$ cat src/rtl/config_frame_loader.sv
// Configuration frame loader: hunts for a sync word, then turns header/data word pairs
// into a SETUP/STROBE/HOLD latch-write sequence on the addressed column and frame.
module config_frame_loader #(
    parameter int unsigned DATA_W         = 32,
    parameter int unsigned NUM_COLS       = 16,
    parameter int unsigned FRAMES_PER_COL = 20,
    parameter logic [31:0] SYNC_WORD      = 32'hFAB0_FAB1
) (
    input  logic                      CLK,
    input  logic                      resetn,
    input  logic [31:0]               s_data,
    input  logic                      s_valid,
    output logic                      s_ready,
    output logic [DATA_W-1:0]         FrameData,
    output logic [NUM_COLS-1:0]       ColSelect,
    output logic [FRAMES_PER_COL-1:0] FrameStrobe,
    output logic                      busy,
    output logic                      done,
    output logic                      error,
    output logic [15:0]               frame_count
);

    typedef enum logic [2:0] {
        HUNT,
        HEADER,
        DATA,
        SETUP,
        STROBE,
        HOLD
    } state_t;

    // One extra bit so a full 256-entry range still compares correctly.
    localparam logic [8:0] COL_LIM = 9'(NUM_COLS);
    localparam logic [8:0] FRM_LIM = 9'(FRAMES_PER_COL);

    state_t     state;
    logic [7:0] col_q;
    logic [7:0] frm_q;
    logic       accept;
    logic       addr_bad;

    // Only word-consuming states are ready; reset masks ready so no word is lost.
    assign s_ready  = resetn && (state == HUNT || state == HEADER || state == DATA);
    assign accept   = s_valid && s_ready;
    assign addr_bad = ({1'b0, col_q} >= COL_LIM) || ({1'b0, frm_q} >= FRM_LIM);

    always_ff @(posedge CLK) begin
        if (!resetn) begin
            state       <= HUNT;
            col_q       <= '0;
            frm_q       <= '0;
            FrameData   <= '0;
            ColSelect   <= '0;
            FrameStrobe <= '0;
            busy        <= 1'b0;
            done        <= 1'b0;
            error       <= 1'b0;
            frame_count <= '0;
        end else begin
            done <= 1'b0;
            case (state)
                HUNT: begin
                    if (accept && s_data == SYNC_WORD) begin
                        state       <= HEADER;
                        busy        <= 1'b1;
                        error       <= 1'b0;
                        frame_count <= '0;
                    end
                end
                HEADER: begin
                    if (accept) begin
                        if (s_data[31]) begin
                            state <= HUNT;
                            busy  <= 1'b0;
                            done  <= 1'b1;
                        end else begin
                            col_q <= s_data[23:16];
                            frm_q <= s_data[7:0];
                            state <= DATA;
                        end
                    end
                end
                DATA: begin
                    if (accept) begin
                        if (addr_bad) begin
                            state <= HUNT;
                            busy  <= 1'b0;
                            error <= 1'b1;
                        end else begin
                            FrameData <= DATA_W'(s_data);
                            ColSelect <= NUM_COLS'(1) << col_q;
                            state     <= SETUP;
                        end
                    end
                end
                SETUP: begin
                    FrameStrobe <= FRAMES_PER_COL'(1) << frm_q;
                    if (frame_count != '1) begin
                        frame_count <= frame_count + 16'd1;
                    end
                    state <= STROBE;
                end
                STROBE: begin
                    FrameStrobe <= '0;
                    state       <= HOLD;
                end
                HOLD: begin
                    ColSelect <= '0;
                    state     <= HEADER;
                end
                default: begin
                    state       <= HUNT;
                    busy        <= 1'b0;
                    ColSelect   <= '0;
                    FrameStrobe <= '0;
                end
            endcase
        end
    end

endmodule
$ cat config.mk
export PLATFORM = sky130hd
export DESIGN_NAME = config_frame_loader
export DESIGN_NICKNAME = d
export VERILOG_FILES = /design/src/rtl/config_frame_loader.sv
export SDC_FILE = /design/constraint.sdc
export NUM_CORES = 1
export LEC_CHECK = 0
export BUFFER_PORTS_ARGS = -buffer_cell sky130_fd_sc_hd__buf_4
export CAP_MARGIN = 20
export CELL_PAD_IN_SITES_DETAIL_PLACEMENT = 0
export CELL_PAD_IN_SITES_GLOBAL_PLACEMENT = 1
export CORE_MARGIN = 2
export CORE_UTILIZATION = 41
export CTS_CLUSTER_SIZE = 40
export DETAILED_ROUTE_END_ITERATION = 7
export PLACE_DENSITY_LB_ADDON = 0.1
export SLEW_MARGIN = 30
export SYNTH_ARGS = -nofsm -noshare
export SYNTH_HDL_FRONTEND = slang
export SYNTH_SLANG_ARGS = --single-unit
$ cat constraint.sdc
create_clock -name CLK -period 3.1 [get_ports CLK]
set_input_delay 0.155 -clock CLK [delete_from_list [all_inputs] [get_ports CLK]]
set_output_delay 0.155 -clock CLK [all_outputs]
set_load 0.02 [all_outputs]
# == Word level (Yosys, flattened, before mapping) ==
# Cells that the tools add are included.
# W data, S select, Z words.
# totals
register_bits,106
latch_bits,0
ramBits,0
romBits,0
in_bits,35
output_inout_bits,88
wordCells,77
memories,0
# classes
addsub,1
multipliers,0
div,0
order_cmp,2
eq_ne,14
n_shift,2
muxes,24
bitwise_logic,4
reduce_logical,20
# op_table
operator,n
$mux W16,4
$pmux W16 S2,2
$pmux W20 S2,1
$eq A32 B32 Y1 const B,1
$shl A1 B8 Y20 const A,1
$pmux W3 S6,1
$reduce_and A3 Y1,6
$add A16 B1 Y16 const B,1
$ge A8 B5 Y1 const B,2
$ne A16 B16 Y1 const B,1
$shl A1 B8 Y16 const A,1
$ne A2 B2 Y1 const B,6
$mux W1,9
$mux W3,3
$reduce_or A4 Y1,2
$eq A3 B2 Y1 const B,2
$eq A3 B3 Y1 const B,2
$reduce_and A6 Y1,1
$mux W2,2
$not A1 Y1,4
$pmux W1 S4,1
$reduce_and A4 Y1,1
$reduce_bool A2 Y1,2
$eq A3 B1 Y1 const B,1
6 further kinds,10

# == Logic depth before layout (Yosys ltp) ==
# Gate-level depths: netlist (run 1).
# logic_depth
word_depth,8
ltp_mapped,8
mapped_depth_nobuf,6

# == Worst setup path before layout (run 1) ==
# No wires, ideal clock.
# synth_path
path_kind,flip-flop to flip-flop
start,register frame_count[1]
end,register frame_count[14]
setup_time_ps,72
arrival_ps,1984
required_ps,3028
path_slack_ps,1045
path_stages_with_launch,6
n_path_buf,0
synth_period_minus_slack_ps,2055
cell_sequence,dfxtp_1 > ha_1 > and2_1 > or4bb_1 > a2111oi_0 > mux2i_1
# synth_between
elab_chain_cells,3
elab_cells_between_ends,6
cone_classes,1 x add/sub; 2 x eq/ne; 2 x mux; 1 x reduce/logical
# synth_lines
item,line_no,text
start: declaration,20,output logic [15:0] frame_count
start signal: assignment,99,frame_count <= frame_count + 16'd1;
$add A16 B1 Y16 or $ne A16 B16 Y1 (tied branches),"99, 98",
$mux W16 or $ne A2 B2 Y1 (tied branches),--,
$pmux W16 S2 or $reduce_and A3 Y1 (tied branches),--,
# Parallel ways exist; a longest one is shown, timed or not. The select of a mux whose other input is x is not followed.
# A chain may end at the register's enable or synchronous reset.

# == Final worst setup path (run 1) ==
# layout_path
start,register col_q[4]
end,register ColSelect[1]
# layout_between
elab_chain_cells,4
elab_cells_between_ends,8
cone_classes,1 x order compare; 1 x eq/ne; 1 x shift; 3 x mux; 2 x reduce/logical
# layout_lines
item,line_no,text
start: declaration,37,logic [7:0] col_q;
start signal: assignment,77,col_q <= s_data[23:16];
$ge A8 B5 Y1 or $shl A1 B8 Y16 (tied branches),"45, 91",
$logic_or A1 B1 Y1 or $mux W16 (tied branches),"45, 85",
$ne A2 B2 Y1 (no source line) or $mux W16 (tied branches),--,
$reduce_and A3 Y1 (no source line) or $pmux W16 S2 (tied branches),--,
end signal: assignment,91,ColSelect <= NUM_COLS'(1) << col_q;
end: declaration,15,"output logic [NUM_COLS-1:0] ColSelect,"
# Parallel ways exist; a longest one is shown, timed or not. The select of a mux whose other input is x is not followed.

==> summary.md, run 1 <==
| Metric | Value |
|---|---|
| N_diodes | 0 |
| Hold_sp | s_data[13] |
| Worst Tran Pin Value | 0.904 ns |
| Crit path cell chain | nor4_4 > a41oi_4 > or2_1 > or4_1 > a21oi_1 |
| Final core occ | 0.534 |
| Worst-path maximum fanout | 20 |
| Initial DRC Count | 175 |
| Setup crit end kind | flip-flop |
| Drt wl/cell | 15.1 µm |
| Synthesized Nets | approximately 580 |
| Reg-to-reg slack, setup | between 0.7 and 0.8 ns |
| Clock sinks | 106 |
| Fin crit period | ~2.4 ns |
| Pwr Density | between 400 and 500 nW/µm² |
| Yosys warns | 0 |
| Final hold violations | 0 |
| Leak | 0.00228 µW |
| DRC errors left | 0 |
| Worst-path clk slew | roughly 0.11 ns |
| Initial Utilization | 0.419 |
| CORE AREA | ~11000 µm² |
| Post-place instance area | about 5600 µm² |
| Clk_lat worst skew | 0.37 ns |
| Fmax | between 400 and 500 MHz |
| Slowest CP cell | or4_1 |
| Area contributors post-synth | dfxtp_1 (47%), nand2_1 (8.8%), mux2i_1 (7.1%) |
| Largest net degree at the start of global routing | 57 |
| Clk root buf | clkbuf_8 |
| Largest stage delay, worst path | 0.55 ns |
| Worst Path Buf+Inv | 0 |
| Delay-heaviest family, CP | simple AND/OR/NAND/NOR gates |
| Antenna viol nets, final | 0 |
| Post-synthesis cell count | 540 |
| Register bit total from synthesis | about 110 |
| GPL Wtd Cong | slightly above 0.8 |
| Std cell rows | 38 |
| Slew margin rel. | 0.397 |
| Port Buffers | around 120 |
| Max Cap Viol | 0 |
| # resized after CTS | 0 |
| Final worst-path cycle share | 0.763 |
| Area grow syn2layout | 27.3% |
| FF-to-FF path depth | 5 |
| Max Root-Sink Buffers | 2 |
| Commonest register cell after synthesis | dfxtp_1 |
| Num CTS Buffers | 9 |
| Status | finished clean |
| CP required | 3.40 ns |
| Syn Std Cell Area | about 4500 µm² |
| # setup viols final | 0 |
| Commonest cells after routing, fill and taps aside | buf_4 (130), dfxtp_1 (106), nand2_1 (106), a21oi_1 (59), nor2_1 (51) |
| Fin Setup TNS | 0 ns |
| Hold Path Stages | 3 |
| Mean Syn Cell Area | 8.41 µm² |
| Total number of vias | approximately 4.2k |
| HP Class | input pin to flip-flop |
| WL final | 11900 µm |
| H-tree Lvls | 3 |
| First-pass GRT wire length | about 19000 µm |
| CTS tree | built |
| CTS Hold Buffers Added | 0 |
| Initial antenna violation count | 0 |
| Die H | 109 µm |
| Io pins | between 100 and 150 |
| Via density | around 5.2 |
| Worst Path Arrival | 2.67 ns |
| Number of global-route vias before repair | around 3.7k |
| Clock skew | about 0.016 ns |
| Final instance area | 5780 µm² |
| Setup bufs post-CTS | 0 |
| Asr flop ratio synth | 0 |
| Router iterations before antenna repair | 4 |
| RR Startpoint | col_q[4]$_SDFFE_PN0P_ |
| Post-synth top area share | 0.467 |
| Startpoint class of the critical path | flip-flop |
| Post-DP HPWL | 8580 µm |
| Final Max Slew Viols | 0 |
| Layout cells sized above 1 | 0.239 |
| FF-to-FF End | ColSelect[1]$_SDFFE_PN0P_ |
| NumNets Final | 683 |
| Netlist cell types | 47 |
| Die area | 11900 µm² |
| Area leader, netlist | dfxtp_1 |
| Most common cell after layout, fill and taps aside | buf_4 |
| Tot GR Track Use | 0.203 |
| Hold Path End | FrameData[13]$_SDFFE_PN0P_ |
| EDFF count, synth | 0 |
| RSZ-0062 raised after global routing | false |
| Die width | approximately 110 µm |
| GRT overflow | 0 |
| Seq/Total Area, Yosys | 0.467 |
| Max VDD drop | between 200 and 250 µV |
| Crit path kind | flip-flop to flip-flop |
[metal layers]
layer,part of all wire,up-vias,track usage
met2,0.42,108,0.292
met5,0,-,0
li1,-,2118,-
met4,0.014,0,0.0705
met1,0.51,1916,0.300
met3,0.057,13,0.0395
[worst max path at each step]
stage	startpoint	to	slack, ns	cells after the start
global route	col_q[4]$_SDFFE_PN0P_	ColSelect[8]$_SDFFE_PN0P_	0.52	5
finish	col_q[4]$_SDFFE_PN0P_	ColSelect[1]$_SDFFE_PN0P_	0.73	5
floorplan	frame_count[1]$_SDFFE_PN0P_	frame_count[14]$_SDFFE_PN0P_	1.04	5
global placement	col_q[4]$_SDFFE_PN0P_	ColSelect[1]$_SDFFE_PN0P_	0.81	5
CTS	col_q[4]$_SDFFE_PN0P_	ColSelect[1]$_SDFFE_PN0P_	0.73	5
detailed placement	col_q[4]$_SDFFE_PN0P_	ColSelect[1]$_SDFFE_PN0P_	0.77	5
[worst min-delay path, cell delays in order]
cell and delay (ns):
buf_4 0.11, nand2_1 0.04, a21oi_1 0.05
[final cells by class]
class                   instances  area (µm²)
multi-input cells             394        2260
fillers                      1094        5060
inverters                       6        22.5
flip-flops and latches        106        2120
well taps                     140         175
clock inverters                 7         101
clock buffers                   9         124
repair buffers                130         976
[metrics by stage]
stage / cells / power (µW) / hold slack (ns) / setup slack, ns
2_1_floorplan: 540 / 1430 / 0.291 / 1.04
3_3_place_gp: 776 / 1490 / 0.411 / 0.808
3_5_place_dp: 776 / 1490 / 0.416 / 0.768
4_1_cts: 792 / 2440 / 0.00421 / 0.725
5_1_grt: 792 / 2500 / 0.0183 / 0.516
6_report: 792 / 2400 / 0.0233 / 0.734
[synthesized netlist by cell type (2+ instances only)]
cell type  number
a2111oi_0       5
a211oi_1       10
a21oi_1        59
a22oi_1        16
a31oi_1         4
and2_1          2
and3_1          5
and4_1          5
buf_2           8
clkbuf_1       25
dfxtp_1       106
inv_1           5
mux2i_1        32
nand2_1       106
nand2b_1       14
nand3_1        14
nand3b_1        2
nand4_1        12
nand4b_1        4
nor2_1         52
nor3_1          7
nor3b_1         3
nor4_1          6
nor4b_1         3
nor4bb_1        2
o21ai_0         6
or3_1           6
or4_1           2
[report_power, final]
group	switching, µW	internal [µW]	total [µW]
combinational	55.5	40.9	96.3
clock	486	462	948
sequential	0.00000860	1360	1360
[sequential cells by signal (all words and copies together), names as in the netlist]
signal / cells
error: 1
col_q: 8
frame_count: 16
frm_q: 8
state: 3
FrameStrobe: 20
busy: 1
done: 1
ColSelect: 16
FrameData: 32
[logic make-up after synthesis]
group | after synthesis | synth area share
AOI/OAI and AO/OA | 106 | 0.145
adders and majority gates | 1 | 0.00275
buffers and inverters | 40 | 0.0369
DFF | 106 | 0.467
muxes | 32 | 0.0705
and+or+nand+nor | 255 | 0.278
Note: power is estimated with default switching activity, not from simulation.
==> run 2: changes to the inputs <==
Settings changed: CORE_UTILIZATION 41 to 34.
Clock period 3.1 ns to 1.9 ns, I/O delays scaled along.
==> run 2 against run 1 <==
  * Cell area increased by 16%
  * Global-route usage decreased by 1.1 points
  * Non-clock buffer count increased by 77
  * Largest cell class unchanged
  * Clock power increased by 100%
  * Sequential power increased by 63%
==> summary.md, run 2 (same netlist as run 1, synthesis figures left out) <==
| Metric | Value |
|---|---|
| Status | finished clean |
| Num CTS Buffers | 9 |
| Io pins | roughly 120 |
| GPL Wtd Cong | just over 0.8 |
| Tot GR Track Use | 0.191 |
| H-tree Lvls | 3 |
| Pwr Density | 649 nW/µm² |
| Layout Cells excl Fill | just over 900 |
| N_diodes | 0 |
| Slowest CP cell | or4bb_4 |
| Layout cells sized above 1 | 0.328 |
| Total number of vias | roughly 4.5k |
| Startpoint class of the critical path | flip-flop |
| CORE AREA | approximately 13000 µm² |
| Crit path kind | flip-flop to flip-flop |
| Largest stage delay, worst path | roughly 0.52 ns |
| Delay-heaviest family, CP | simple AND/OR/NAND/NOR gates |
| CTS tree | built |
| # setup viols final | 0 |
| RSZ-0062 raised after global routing | true |
| # fillers | roughly 1.3k |
| Max Cap Viol | 0 |
| Slew margin rel. | 0.522 |
| Initial Utilization | 0.346 |
| Drt wl/cell | around 15 µm |
| WL final | between 10000 and 15000 µm |
| Antenna viol nets, final | 0 |
| Final worst-path cycle share | 0.982 |
| Area grow syn2layout | 48.2% |
| Most used cell along the critical path | a211oi_1 |
| Std cell rows | 42 |
| Hold Worst Slack | approximately 0.0063 ns |
| DRC errors left | 0 |
| HP Class | input pin to flip-flop |
| Number of global-route vias before repair | ~4.4k |
| Die width | about 120 µm |
| Internal | around 3400 µW |
| Final Max Slew Viols | 0 |
| Register area | between 2000 and 2500 µm² |
| Port Buffers | ~120 |
| Setup crit end kind | flip-flop |
| Crit path cell chain | ha_1 > and2_1 > or4bb_4 > nor2_2 > buf_6 > a211oi_1 > a211oi_1 |
| Total power | ~4400 µW |
| Commonest cells after routing, fill and taps aside | buf_4 (178), nand2_1 (105), dfxtp_1 (95), a21oi_1 (58), nor2_1 (50) |
| Worst Path Buf+Inv | 1 |
| Power share of the clock group | 0.443 |
| Biggest regs | FrameData (32), FrameStrobe (20) |
| Largest net degree at the start of global routing | between 60 and 70 |
| Max Root-Sink Buffers | 2 |
| First-pass GRT wire length | roughly 22000 µm |
| Via density | 5.00 |
| Max VDD drop | between 300 and 400 µV |
| Worst-path clk slew | about 0.070 ns |
| Placed Instances | roughly 870 |
| Sw frac | 0.227 |
| Clock sinks | between 100 and 150 |
| Max reg flops | 32 |
| Final hold violations | 0 |
| Post-DP HPWL | just under 10000 µm |
| Die H | roughly 120 µm |
| CP required | around 2.2 ns |
| Clock skew | 0.00933 ns |
| Clk root buf | clkbuf_16 |
| Top reg by flops | FrameData |
| Worst Tran Pin Value | 0.717 ns |
| NumNets Final | 760 |
| Initial DRC Count | 209 |
| Router iterations before antenna repair | 4 |
| Most common cell after layout, fill and taps aside | buf_4 |
| Initial antenna violation count | 0 |
| Clk_lat worst skew | between 0.3 and 0.4 ns |
| Multi-input gate area | ~2400 µm² |
| Fmax | 536 MHz |
| Die area | 14300 µm² |
| Leak | 0.00273 µW |
| Sequential Power Share | 0.508 |
| Gate power share | 0.049 |
| Fin Setup TNS | 0 ns |
| GRT overflow | 0 |
| Worst Path Arrival | between 2 and 2.5 ns |
| Fin crit period | 1.87 ns |
| Final core occ | 0.512 |
| Worst-path maximum fanout | 7 |
| NetSw | 992 µW |
[run 2: changes by cell type in the layout (fill, tap and decap cells not counted), moves of 3 or more]
cell / change
dlygate4sd3_1: +22
a211oi_2: +5
a211oi_1: -5
a2111oi_2: +3
buf_6: +3
dfxtp_2: +11
dfxtp_1: -11
buf_4: +48
clkbuf_16: +9
clkbuf_8: -9
a2111oi_0: -5
buf_12: +3
[run 2: timing repair]
action | in CTS | in global routing
endpoints found under the setup margin | 9 | 55
gates resized for setup | 10 | 24
hold buffers | 22 | 0
endpoints found under the hold margin | 20 | 0
pin swaps | 0 | 4
setup buffers | 0 | 1
[run 2: path summary, 6_finish.rpt]
kind / cells after the start / startpoint / end / slack (ns)
max: 7 / frame_count[1]$_SDFFE_PN0P_ / frame_count[3]$_SDFFE_PN0P_ / 0.03
min: 3 / s_data[19] / col_q[3]$_SDFFE_PN0P_ / 0.006
max reg2reg: 7 / frame_count[1]$_SDFFE_PN0P_ / frame_count[3]$_SDFFE_PN0P_ / 0.03
min reg2reg: 2 / FrameData[0]$_SDFFE_PN0P_ / FrameData[0]$_SDFFE_PN0P_ / 0.45
[run 2: per-layer routing]
| metal | vias up | part of all wire | track usage |
|---|---|---|---|
| met5 | - | 0 | 0 |
| met4 | 0 | 0.022 | 0.0897 |
| met3 | 19 | 0.060 | 0.0433 |
| met2 | 105 | 0.44 | 0.284 |
| met1 | 2116 | 0.47 | 0.263 |
| li1 | 2282 | - | - |
[run 2: power by group through the flow]
stage | registers, µW | logic (µW) | clock network (µW)
5_1_grt | 2220 | 236 | 2070
2_1_floorplan | 2270 | 62.8 | 0
6_report | 2220 | 216 | 1930
3_5_place_dp | 2270 | 178 | 0
3_3_place_gp | 2270 | 178 | 0
4_1_cts | 2220 | 214 | 2000
[run 2: cell type report]
class | instances | share of cell area
sequential | 106 | 0.317
tap | 176 | 0.0327
multi-input combinational | 394 | 0.354
clock buffer | 10 | 0.0340
clock inverter | 6 | 0.0112
inverter | 6 | 0.00335
timing repair buffer | 207 | 0.247
[run 2: through the flow]
stage               worst slack [ns]  instance area (µm²)
floorplan                    -0.0740                 4570
global placement             -0.0607                 6050
detailed placement            -0.128                 6050
CTS                          -0.0145                 6620
global route                 -0.0607                 6730
finish                        0.0346                 6730
[run 2: worst reg2reg max path: stages (launching register included)]
cell	delay, ns
dfxtp_2	0.33
ha_1	0.15
and2_1	0.15
or4bb_4	0.52
nor2_2	0.19
buf_6	0.17
a211oi_1	0.06
a211oi_1	0.21
==> run 3: changes to the inputs <==
Settings changed: CORE_MARGIN 2 to 5.
==> run 3 against run 2 <==
  * Combinational power down 7%
  * Worst hold slack better by 0.0040 ns
  * Clock skew decreased by 0.0029 ns
  * Utilization shrank 0.66 points
  * Sequential share of layout area is 0.29 points higher
  * Power down 2.4%
  * Global-route usage is 1.8 points lower
  * Via count decreased by 0.73%
  * Sequential power about the same
  * Setup slack improved by 0.024 ns
  * Critical path depth fell by 2
  * Routed wire length up 3.9%
  * Largest cell class unchanged
  * Highest routed layer unchanged
==> summary.md, run 3 (same netlist as run 1, synthesis figures left out) <==
| Metric | Value |
|---|---|
| Final hold violations | 0 |
| CP required | around 2.2 ns |
| Antenna viol nets, final | 0 |
| Std cell rows | 42 |
| Worst-path maximum fanout | 5 |
| Final Max Slew Viols | 0 |
| Max Root-Sink Buffers | 2 |
| # fillers | approximately 1.3k |
| Fmax | 543 MHz |
| Worst Path Arrival | between 2 and 2.5 ns |
| DRC errors left | 0 |
| RSZ-0062 raised after global routing | true |
| Largest net degree at the start of global routing | 63 |
| Initial DRC Count | 181 |
| Initial Utilization | 0.344 |
| HP Class | input pin to flip-flop |
| Die H | 126 µm |
| Router iterations before antenna repair | 4 |
| NumNets Final | ~750 |
| Clock sinks | 106 |
| Setup crit end kind | flip-flop |
| FF-to-FF End | frame_count[0]$_SDFFE_PN0P_ |
| Startpoint class of the critical path | flip-flop |
| Max VDD drop | 414 µV |
| Reg-to-reg slack, setup | a little under 0.06 ns |
| Layout cells sized above 1 | 0.343 |
| Clock skew | ~0.0064 ns |
| Crit path kind | flip-flop to flip-flop |
| Most common cell after layout, fill and taps aside | buf_4 |
| Initial antenna violation count | 0 |
| Pwr Density | 639 nW/µm² |
| Leak | ~0.0027 µW |
| Hold_sp | s_data[21] |
| Worst Tran Pin Value | between 0.6 and 0.7 ns |
| Total number of vias | between 4k and 5k |
| Placed Instances | 864 |
| N_diodes | 0 |
| Register area | 2140 µm² |
| Status | finished clean |
| Post-place instance area | ~6000 µm² |
| Num CTS Buffers | 9 |
| GRT overflow | 0 |
| RR Startpoint | frame_count[0]$_SDFFE_PN0P_ |
| Tot GR Track Use | 0.173 |
| Multi-input gate area | about 2400 µm² |
| Biggest regs | FrameData (32), FrameStrobe (20) |
| Hold Worst Slack | slightly above 0.01 ns |
| Layout Cells excl Fill | around 900 |
| Total power | 4260 µW |
| Max Cap Viol | 0 |
| Hold Path Stages | 3 |
| Post-DP HPWL | roughly 9900 µm |
| Fin crit period | ~1.8 ns |
| # setup viols final | 0 |
| Hold Path End | col_q[5]$_SDFFE_PN0P_ |
| Top reg by flops | FrameData |
| FF-to-FF path depth | 5 |
| WL final | around 14000 µm |
| Port Buffers | around 120 |
| Io pins | 123 |
| Clk root buf | clkbuf_16 |
| Setup ws final | 0.0590 ns |
| Max reg flops | 32 |
| Die width | ~130 µm |
| Via density | around 5 |
| Area grow syn2layout | 46.9% |
| First-pass GRT wire length | 22300 µm |
| Slew margin rel. | 0.555 |
| Commonest cells after routing, fill and taps aside | buf_4 (181), nand2_1 (106), dfxtp_1 (95), a21oi_1 (55), nor2_1 (50) |
| H-tree Lvls | 3 |
| Clk_lat worst skew | approximately 0.35 ns |
| Final worst-path cycle share | 0.969 |
| Worst-path clk slew | around 0.07 ns |
| CORE AREA | about 13000 µm² |
| Final instance area | roughly 6700 µm² |
| GPL Wtd Cong | roughly 0.84 |
| CTS tree | built |
| Drt wl/cell | roughly 15 µm |
| Number of global-route vias before repair | between 4k and 5k |
| Die area | between 15000 and 20000 µm² |
| Worst slack at placement | -0.146 ns |
==> run 3: cell types whose count changed in the layout (fill, tap and decap cells not counted), moves of 2 or more <==
| cell | previous run | this run |
|---|---|---|
| inv_8 | 2 | 0 |
| a21oi_2 | 1 | 4 |
| clkinv_4 | 2 | 0 |
| clkbuf_8 | 0 | 4 |
| nor3b_2 | 0 | 3 |
| dlygate4sd3_1 | 22 | 13 |
| buf_4 | 178 | 181 |
| a21oi_1 | 58 | 55 |
| nor3b_1 | 3 | 0 |
==> run 3: repair_timing <==
action,4_1_cts,5_1_grt
endpoints found under the hold margin,13,0
cloned,0,1
pin swaps,2,12
setup buffers,2,2
hold buffers,13,0
resized for setup,6,28
setup endpoints to repair,11,57
==> run 3: per-stage QoR <==
step           setup TNS [ns]   util
2_1_floorplan          -0.110      -
3_3_place_gp           -0.743  0.459
3_5_place_dp           -0.858  0.459
4_1_cts                     0  0.494
5_1_grt                -0.129  0.506
6_report                    0  0.506
==> run 3: critical path: stages, from the launching register on <==
cell	delay, ns
dfxtp_2	0.33
ha_1	0.16
and2_1	0.14
or4bb_4	0.51
or2_2	0.36
a311oi_2	0.26
==> run 3: area by class of cell <==
cell class / instances / area share
clock buffers: 14 / 0.0426
clock inverters: 1 / 0.00113
inverters: 6 / 0.00338
multi-input cells: 394 / 0.363
flip-flops and latches: 106 / 0.320
well taps: 176 / 0.0330
repair buffers: 200 / 0.237
==> run 3: worst max path at each step <==
stage	from	endpoint	slack, ns	depth (start not counted)
floorplan	col_q[7]$_SDFFE_PN0P_	ColSelect[8]$_SDFFE_PN0P_	-0.07	6
global placement	state[1]$_SDFFE_PN0P_	frame_count[7]$_SDFFE_PN0P_	-0.10	6
detailed placement	s_data[2]	frame_count[12]$_SDFFE_PN0P_	-0.15	8
CTS	col_q[4]$_SDFFE_PN0P_	ColSelect[1]$_SDFFE_PN0P_	0.006	6
global route	frame_count[0]$_SDFFE_PN0P_	frame_count[12]$_SDFFE_PN0P_	-0.04	5
finish	frame_count[0]$_SDFFE_PN0P_	frame_count[0]$_SDFFE_PN0P_	0.06	5
==> run 3: power breakdown <==
group          leakage, µW  switching (µW)  internal (µW)
combinational      0.00169             100            101
sequential        0.000859       0.0000102           2220
clock             0.000141             816           1030
==> run 3: metal layers <==
metal,vias up,GRT usage,part of all wire
li1,2262,-,-
met3,12,0.0567,0.056
met4,0,0.0370,0.010
met1,2112,0.218,0.45
met2,103,0.289,0.48
met5,-,0,0
